[src/rtl/ccc_pkg.sv]
// Shared constants for the capture/compare block: flag bit positions and
// default data/address widths used by the capture stage, this buffer and
// the bus wrapper.
package ccc_pkg;

  localparam int CCC_DW     = 16;
  localparam int CCC_AW     = 4;
  localparam int CCC_NFLAGS = 4;

  localparam int CCC_FLAG_CAP   = 0;
  localparam int CCC_FLAG_MATCH = 1;
  localparam int CCC_FLAG_LEVEL = 2;
  localparam int CCC_FLAG_OVF   = 3;

  // Assemble a flag vector so callers never hard-code bit positions.
  function automatic logic [CCC_NFLAGS-1:0] ccc_flag_vec(
    input logic cap,
    input logic match,
    input logic lvl,
    input logic ovf
  );
    logic [CCC_NFLAGS-1:0] v;
    v                 = '0;
    v[CCC_FLAG_CAP]   = cap;
    v[CCC_FLAG_MATCH] = match;
    v[CCC_FLAG_LEVEL] = lvl;
    v[CCC_FLAG_OVF]   = ovf;
    return v;
  endfunction

endpackage

[src/rtl/ccc_fifo_core.sv]
// First-word-fall-through FIFO: AW-bit wrapping pointers, separate AW+1-bit
// level counter, flush overriding push/pop. Storage is not reset; the head
// output is forced to zero while empty.
module ccc_fifo_core #(
  parameter int DW = 16,
  parameter int AW = 4
) (
  input  logic          clk,
  input  logic          rst_n,
  input  logic          push_i,
  input  logic          pop_i,
  input  logic          flush_i,
  input  logic [DW-1:0] wdata_i,
  output logic [DW-1:0] rdata_o,
  output logic [AW:0]   level_o,
  output logic [AW:0]   level_nxt_o,
  output logic          empty_o,
  output logic          full_o
);

  localparam int          DEPTH    = 1 << AW;
  localparam logic [AW:0] FULL_LVL = (AW+1)'(DEPTH);

  logic [DW-1:0] mem_q [DEPTH];
  logic [AW-1:0] wr_ptr_q, wr_ptr_d;
  logic [AW-1:0] rd_ptr_q, rd_ptr_d;
  logic [AW:0]   level_q, level_d;
  logic          push_ok, pop_ok;

  assign empty_o     = (level_q == '0);
  assign full_o      = (level_q == FULL_LVL);
  assign level_o     = level_q;
  assign level_nxt_o = level_d;
  assign rdata_o     = empty_o ? '0 : mem_q[rd_ptr_q];

  // A push into a full FIFO is accepted only when a pop frees the head slot.
  assign push_ok = push_i & (~full_o | pop_i);
  assign pop_ok  = pop_i & ~empty_o;

  // Next-state pointers and level; flush wins over any same-cycle traffic.
  always_comb begin
    wr_ptr_d = wr_ptr_q;
    rd_ptr_d = rd_ptr_q;
    level_d  = level_q;
    if (flush_i) begin
      wr_ptr_d = '0;
      rd_ptr_d = '0;
      level_d  = '0;
    end else begin
      if (push_ok) wr_ptr_d = wr_ptr_q + 1'b1;
      if (pop_ok)  rd_ptr_d = rd_ptr_q + 1'b1;
      case ({push_ok, pop_ok})
        2'b10:   level_d = level_q + 1'b1;
        2'b01:   level_d = level_q - 1'b1;
        default: level_d = level_q;
      endcase
    end
  end

  // Pointer and level registers.
  always_ff @(posedge clk or negedge rst_n) begin
    if (!rst_n) begin
      wr_ptr_q <= '0;
      rd_ptr_q <= '0;
      level_q  <= '0;
    end else begin
      wr_ptr_q <= wr_ptr_d;
      rd_ptr_q <= rd_ptr_d;
      level_q  <= level_d;
    end
  end

  // Storage write; a flushed push never lands.
  always_ff @(posedge clk) begin
    if (push_ok && !flush_i) mem_q[wr_ptr_q] <= wdata_i;
  end

endmodule

[src/rtl/ccc_capture_fifo.sv]
// Capture buffer + interrupt stage. Queues capture values in a FWFT FIFO and
// raises CAP / MATCH / LEVEL / OVF raw flags, cleared by write-one pulses
// (set beats clear), masked into mis and reduced onto irq.
module ccc_capture_fifo
  import ccc_pkg::*;
#(
  parameter int DW = CCC_DW,
  parameter int AW = CCC_AW
) (
  input  logic                  clk,
  input  logic                  rst_n,
  input  logic                  cap_done,
  input  logic [DW-1:0]         capture,
  input  logic                  cntr_match,
  input  logic                  rd,
  input  logic                  flush,
  input  logic [AW:0]           threshold,
  input  logic [CCC_NFLAGS-1:0] im,
  input  logic [CCC_NFLAGS-1:0] icr,
  output logic [DW-1:0]         rdata,
  output logic [AW:0]           level,
  output logic                  empty,
  output logic                  full,
  output logic [CCC_NFLAGS-1:0] ris,
  output logic [CCC_NFLAGS-1:0] mis,
  output logic                  irq
);

  logic [AW:0]           level_nxt;
  logic                  match_q;
  logic [CCC_NFLAGS-1:0] ris_q, ris_d;
  logic [CCC_NFLAGS-1:0] flag_set;
  logic                  match_rise, lvl_cross, drop;

  ccc_fifo_core #(
    .DW (DW),
    .AW (AW)
  ) u_core (
    .clk         (clk),
    .rst_n       (rst_n),
    .push_i      (cap_done),
    .pop_i       (rd),
    .flush_i     (flush),
    .wdata_i     (capture),
    .rdata_o     (rdata),
    .level_o     (level),
    .level_nxt_o (level_nxt),
    .empty_o     (empty),
    .full_o      (full)
  );

  // Event detection. Drop is judged on occupancy alone so flush never
  // alters flag behaviour; LEVEL uses the next level so it lands together
  // with the level update.
  always_comb begin
    match_rise = cntr_match & ~match_q;
    drop       = cap_done & full & ~rd;
    lvl_cross  = (threshold != '0) && (level < threshold) && (level_nxt >= threshold);
    flag_set   = ccc_flag_vec(cap_done, match_rise, lvl_cross, drop);
    ris_d      = (ris_q & ~icr) | flag_set;
  end

  // Edge register resets high so a counter sitting at its compare value
  // out of reset does not look like a fresh match.
  always_ff @(posedge clk or negedge rst_n) begin
    if (!rst_n) match_q <= 1'b1;
    else        match_q <= cntr_match;
  end

  // Raw interrupt flag register.
  always_ff @(posedge clk or negedge rst_n) begin
    if (!rst_n) ris_q <= '0;
    else        ris_q <= ris_d;
  end

  assign ris = ris_q;
  assign mis = ris_q & im;
  assign irq = |mis;

endmodule

[config.mk]
export PLATFORM = sky130hd
export DESIGN_NAME = ccc_capture_fifo
export DESIGN_NICKNAME = d
export VERILOG_FILES = /design/src/rtl/ccc_pkg.sv /design/src/rtl/ccc_fifo_core.sv /design/src/rtl/ccc_capture_fifo.sv
export SDC_FILE = /design/constraint.sdc
export NUM_CORES = 1
export LEC_CHECK = 0
export BUFFER_PORTS_ARGS = -buffer_cell sky130_fd_sc_hd__buf_2
export CAP_MARGIN = 40
export CORE_UTILIZATION = 35
export DETAILED_ROUTE_END_ITERATION = 12
export PLACE_DENSITY = 0.59
export SETUP_SLACK_MARGIN = 0.3
export SYNTH_ARGS = -nofsm -noshare
export SYNTH_HDL_FRONTEND = slang
export SYNTH_HIERARCHICAL = 1
export SYNTH_SLANG_ARGS = --single-unit
[constraint.sdc]
create_clock -name clk -period 3.4 [get_ports clk]
set_input_delay 0.68 -clock clk [delete_from_list [all_inputs] [get_ports clk]]
set_output_delay 0.68 -clock clk [all_outputs]
set_load 0.1 [all_outputs]
### Yosys cells after proc, flatten, opt, wreduce, memory -nomap -nowiden

Memory sizes are Yosys's and may differ from the RTL's.
Cells that the tools add are included.

* add/sub/neg operators: 4
* order comparisons: 2
* equality and inequality tests: 3
* multiplexer cells: 9
* bitwise operators: 14
* reductions and logical operators: 9

Operator list (number)
* 2-to-1 mux 16 bit: 1
* 2-to-1 mux 4 bit: 4
* case mux 5 bit (2 select lines): 1
* adder 4 x 1 -> 4 bit (second input constant): 2
* AND 4 bit: 2
* adder 5 x 1 -> 5 bit (second input constant): 1
* AND 1 bit: 5
* equality test 5 bit (second input constant): 1
* >= comparator 5 bit: 1
* logical NOT 5 bit: 1
* < comparator 5 bit: 1
* 2-to-1 mux 5 bit: 1
* nonzero test 5 bit: 1
* subtractor 5 x 1 -> 5 bit (second input constant): 1
* inverter 1 bit: 4
* inverter 4 bit: 1
* bitwise OR 4 bit: 1
* nonzero test 2 bit: 2
* OR reduction 4 bit: 1
* logical AND 1 bit: 3
* equality test 2 x 1 -> 1 bit (second input constant): 1
* equality test 2 bit (second input constant): 1
* 2-to-1 mux 1 bit: 2
* logical NOT 1 bit: 1
* bitwise OR 1 bit: 1

* flip-flop bits (word level): 18
* memory bits (writable): 256
* bits of input ports: 35
* output and inout bits: 32
* logic and storage cells: 47
* memories kept: 1

Memories
* u_core.mem_q: depth 16, width 16, read ports 1, clocked after Yosys merged registers in 0, wr ports 1, line ccc_fifo_core.sv:24 `logic [DW-1:0] mem_q [DEPTH];`

### Longest topological paths before layout

* depth in word-level cells: 10
* mapped depth: 17
* mapped depth without buffers: 16

### By module

Netlist, hierarchy kept.

By module, submodules not included
* ccc_fifo_core: times used 1, cells an instance 544, area an instance 10751.6 um^2, seq. area each 8012.7 um^2
* ccc_capture_fifo: times used 1, cells an instance 47, area an instance 419.2 um^2, seq. area each 126.4 um^2

### Worst setup path after synthesis

OpenSTA, ideal clock, no wires.

* path type: register to output
* start point: reg u_core.level_q[2] (netlist: u_core/level_o[2])
* end point: out rdata[10]
* data arrival time: 3.442 ns
* required time: 2.720 ns
* path slack: -0.722 ns
* stages on the path, launching flop included: 7
* buffers on the path: 2
* path through: dfrtp_1 buf_2 nor4_2 nand2_1 nand3_1 buf_2 o221ai_1

* word-level cells in the longest chain between the ends: 2

Ends and longest elaborated chain
* start: declaration: line ccc_fifo_core.sv:27 `logic [AW:0] level_q, level_d;`
* start signal: assignment: line ccc_fifo_core.sv:69 `level_q <= level_d;`
* logical NOT 5 bit: line ccc_fifo_core.sv:30 `assign empty_o = (level_q == '0);`
* 2-to-1 mux 16 bit: line ccc_fifo_core.sv:34 `assign rdata_o = empty_o ? '0 : mem_q[rd_ptr_q];`
* end: declaration: line ccc_capture_fifo.sv:20 `output logic [DW-1:0] rdata,`

No other way between the ends.

### Worst setup path in the final report

* start point: reg u_core.level_q[3] (netlist: u_core/level_o[3])
* end point: reg ris_q[2] (netlist: ris[2])

* word-level cells in the longest chain between the ends: 10
* elaborated cells between the ends (all ways): 18
* classes of those cells: add/sub (2); order compare (2); eq/ne (3); mux (2); bitwise (6); reduce/logical (3)

Ends and longest elaborated chain
* equality test 5 bit: line ccc_fifo_core.sv:31 `assign full_o = (level_q == FULL_LVL);`
* inverter 1 bit: line ccc_fifo_core.sv:37 `assign push_ok = push_i & (~full_o | pop_i);`
* bitwise OR 1 bit: line ccc_fifo_core.sv:37
* AND 1 bit: line ccc_fifo_core.sv:37
* equality test 2 x 1 -> 1 bit / equality test 2 bit (equally long branches): line ccc_fifo_core.sv:52 `case ({push_ok, pop_ok})`
* case mux 5 bit (2 select lines) *: line ccc_fifo_core.sv:52
* 2-to-1 mux 5 bit *: line ccc_fifo_core.sv:45 `if (flush_i) begin`
* named net level_nxt[4]: line ccc_capture_fifo.sv:29 `logic [AW:0] level_nxt;`
* >= comparator 5 bit *: line ccc_capture_fifo.sv:58 `lvl_cross = (threshold != '0) && (level < threshold) && (level_nxt >= threshold);`
* logical AND 1 bit *: line ccc_capture_fifo.sv:58
* bitwise OR 4 bit *: line ccc_capture_fifo.sv:60 `ris_d = (ris_q & ~icr) | flag_set;`
* named net ris_d[2]: line ccc_capture_fifo.sv:31 `logic [CCC_NFLAGS-1:0] ris_q, ris_d;`
* end signal: assignment: line ccc_capture_fifo.sv:73 `else ris_q <= ris_d;`
* end: declaration: line ccc_capture_fifo.sv:31

Mark *: on every way through the listed nets, which the timed path passes. The rest lies on a longest branch.
A chain may end at the register's enable or synchronous reset.

==> results.md <==
- Status: completed
- Area delta synth->final: 28.0%
- Crit path DAT: ~3.9 ns
- RSZ-0062 raised after global routing: yes
- Share of cells above drive strength 1: 43.2%
- Top-area cell type share of the netlist area: 68.8%
- FFs w/ async S/R, synth: 6.57%
- Yosys warns: 6
- Post-route insts no fill: 1,149
- CP Launch Type: flop
- Leading area contributor after synthesis: edfxtp_1
- Setup Skew: about 0.011 ns
- CTS tree: done
- Post-DP Area: 12,800 um2
- Critical-path maximum fanout: 4
- Post-Syn Area: between 10,000 and 15,000 um2
- Maximum VDD drop: 0.582 mV
- Cell Pwr Density: 773 nW/um2
- Most frequent cell after synthesis: edfxtp_1
- Clock Latency Late Sink: 0.53 ns
- Netlist cell types: between 40 and 50
- Die Y: between 150 and 200 um
- DRT iter0 DRCs: 338
- Initial antenna violation count: 1
- Detailed-route DRC error count: 0
- Final core utilization: 45.4%
- Post-synthesis instance total: 591
- Worst Setup Path Type: flop to flop
- Num Clock Sinks: 274
- Ys flop type: edfxtp_1
- Max-slew headroom: 59.1%
- EDFF count, synth: 256
- Global-route wire length before repair: 37,500 um
- Fin. max-slew vios: 0
- Htree depth: 1
- Worst-path clk slew: ~0.06 ns
- Vias in the first global route: 6,225
- Sum Neg Setup Slack: 0 ns
- DP HPWL: ~15,000 um
- GRT Total Usage: 15.4%
- GPL Wtd Cong: 0.775
- Cts hold-fix bufs: 0
- Die W: ~180 um
- GR Overflow Total: 0
- Core Box Area: 31,500 um2
- Rows: 65
- Number of port buffers: 66
- Tcrit/Tclk final: 99.7%
- Final min period: 3.39 ns
- Final instance area: 14,300 um2
- Post-route ant nets: 0
- FF+latch count, synth: roughly 270
- FMAX: 295 MHz
- DR WL/cell: 22.2 um
- Sequential element share of the synthesized area: 72.9%
- Synthesized net count: 643
- Io pins: between 60 and 70
- Placed Cells incl. Taps: 1,079
- TritonCTS Buffers: 28
- Final Net Count: slightly below 800
- Leakage power: between 4 and 5 nW
- Root Driver: clkbuf_16
- Max-Cap Viols: 0
- Critical Path RT: 3.87 ns
- 1st-pass router iterations: 6
- Post-Syn Area per Cell: 18.9 um2
- Total Die Area: 32,600 um2
- Vias: ~5,900
- Worst slew pin tran: 0.612 ns
- Largest net degree at the start of global routing: 36
- Hold WC Path Type: input port to asynchronous set/reset pin
- Crit end category: flop
- Multi-input gate area: 3320 um2
- Storage cell area: 8160 um2
- Vias/cell: just over 5
- Initial Utilization: between 30% and 40%
- Largest cells by area after synthesis: edfxtp_1 (69%), mux4_2 (13%), dfrtp_1 (3.8%), ha_1 (1.9%), mux2_2 (1.7%)
- Fill count: between 2,000 and 3,000
- Most frequent cells after synthesis: edfxtp_1 (256), mux4_2 (64), inv_1 (50)
- Endpoints failing hold: 0
- Clock tree buffer depth: 3
- Setup ws final: 0.00858 ns
- DP Worst Slack: -0.0548 ns
- Setup Viol. Count Final: 0
- Routed WL: 25,500 um
==> per-layer routing <==
layer / track usage, % / vias up / routed length [um]
li1: - / 2613 / -
met1: 20.6 / 3110 / 11000
met2: 26.5 / 152 / 12800
met3: 2.08 / 34 / 1210
met4: 3.90 / 0 / 516
met5: 0 / - / 0
==> through the flow <==
| step | hold WS (ns) | power, mW |
|---|---|---|
| floorplan | 0.384 | 6.44 |
| global placement | 0.483 | 7.52 |
| detailed placement | 0.503 | 7.57 |
| CTS | 0.0782 | 10.7 |
| global route | 0.105 | 11.5 |
| finish | 0.0867 | 11.1 |
==> flip-flops by register name, summed over array words and instances (netlist names) <==
register,count
ris,4
u_core/rd_ptr_q,4
u_core/mem_q,256
match_q,1
u_core/level_o,5
u_core/wr_ptr_q,4
==> logic make-up after synthesis <==
kind of cell / count (synthesis) / synth area share, %
xor+xnor: 9 / 0.706
flops: 274 / 72.9
buf+inv: 74 / 2.80
mux: 84 / 14.9
fa+ha+maj: 17 / 1.90
compound gates: 47 / 3.19
simple gates: 86 / 3.65
==> critical path, stage by stage, from the launching register on <==
cell	delay [ns]
dfrtp_4	0.47
or4_4	0.57
o21ai_4	0.18
inv_2	0.07
ha_4	0.17
xor2_2	0.14
ha_2	0.21
nor2b_4	0.14
o32ai_4	0.27
mux2i_1	0.11
or3_4	0.36
ha_4	0.28
o21ai_2	0.04
a21oi_1	0.11
o221ai_1	0.14
o21ai_1	0.09
==> cell usage in the layout, fill, tap and decap left out, types with 17 or more instances in the layout <==
master and instances:
buf_4 46, edfxtp_1 256, buf_2 49, nor2_1 23
mux4_2 64, nand2_4 17, buf_12 21, clkbuf_16 33
inv_1 46
==> worst paths after layout <==
path / from / to / slack (ns) / cells after the start
max: u_core/level_o[3]$_DFF_PN0_ / ris[2]$_DFF_PN0_ / 0.009 / 15
min: rst_n / ris[0]$_DFF_PN0_ / 0.09 / 1
max reg2reg: u_core/level_o[3]$_DFF_PN0_ / ris[2]$_DFF_PN0_ / 0.009 / 15
min reg2reg: ris[0]$_DFF_PN0_ / ris[0]$_DFF_PN0_ / 0.51 / 1
max in group asynchronous: rst_n / u_core/level_o[3]$_DFF_PN0_ / 2.96 / 1
min in group clk: cntr_match / match_q$_DFF_PN1_ / 0.25 / 1
==> area by class of cell <==
type | count | area share [%]
clock buffers | 33 | 5.18
well taps | 402 | 3.52
flip-flops and latches | 274 | 57.0
repair buffers | 127 | 8.43
inverters | 50 | 1.31
multi-input cells | 243 | 23.2
diodes | 1 | 0.0175
clock inverters | 19 | 1.29
==> report_power, final <==
group	leakage [nW]	switching, mW	internal [mW]
sequential	2.53	0.0591	3.77
combinational	1.98	2.52	1.65
clock	0.436	1.26	1.79
total	4.94	3.84	7.21
==> repair_timing <==
item                                    4_1_cts  5_1_grt
endpoints found under the setup margin       17       19
cloned                                        0        4
pin swaps                                     4       13
gates resized for setup                       1       79
setup buffers                                 5        8
Power figures use the tool's default switching activity.
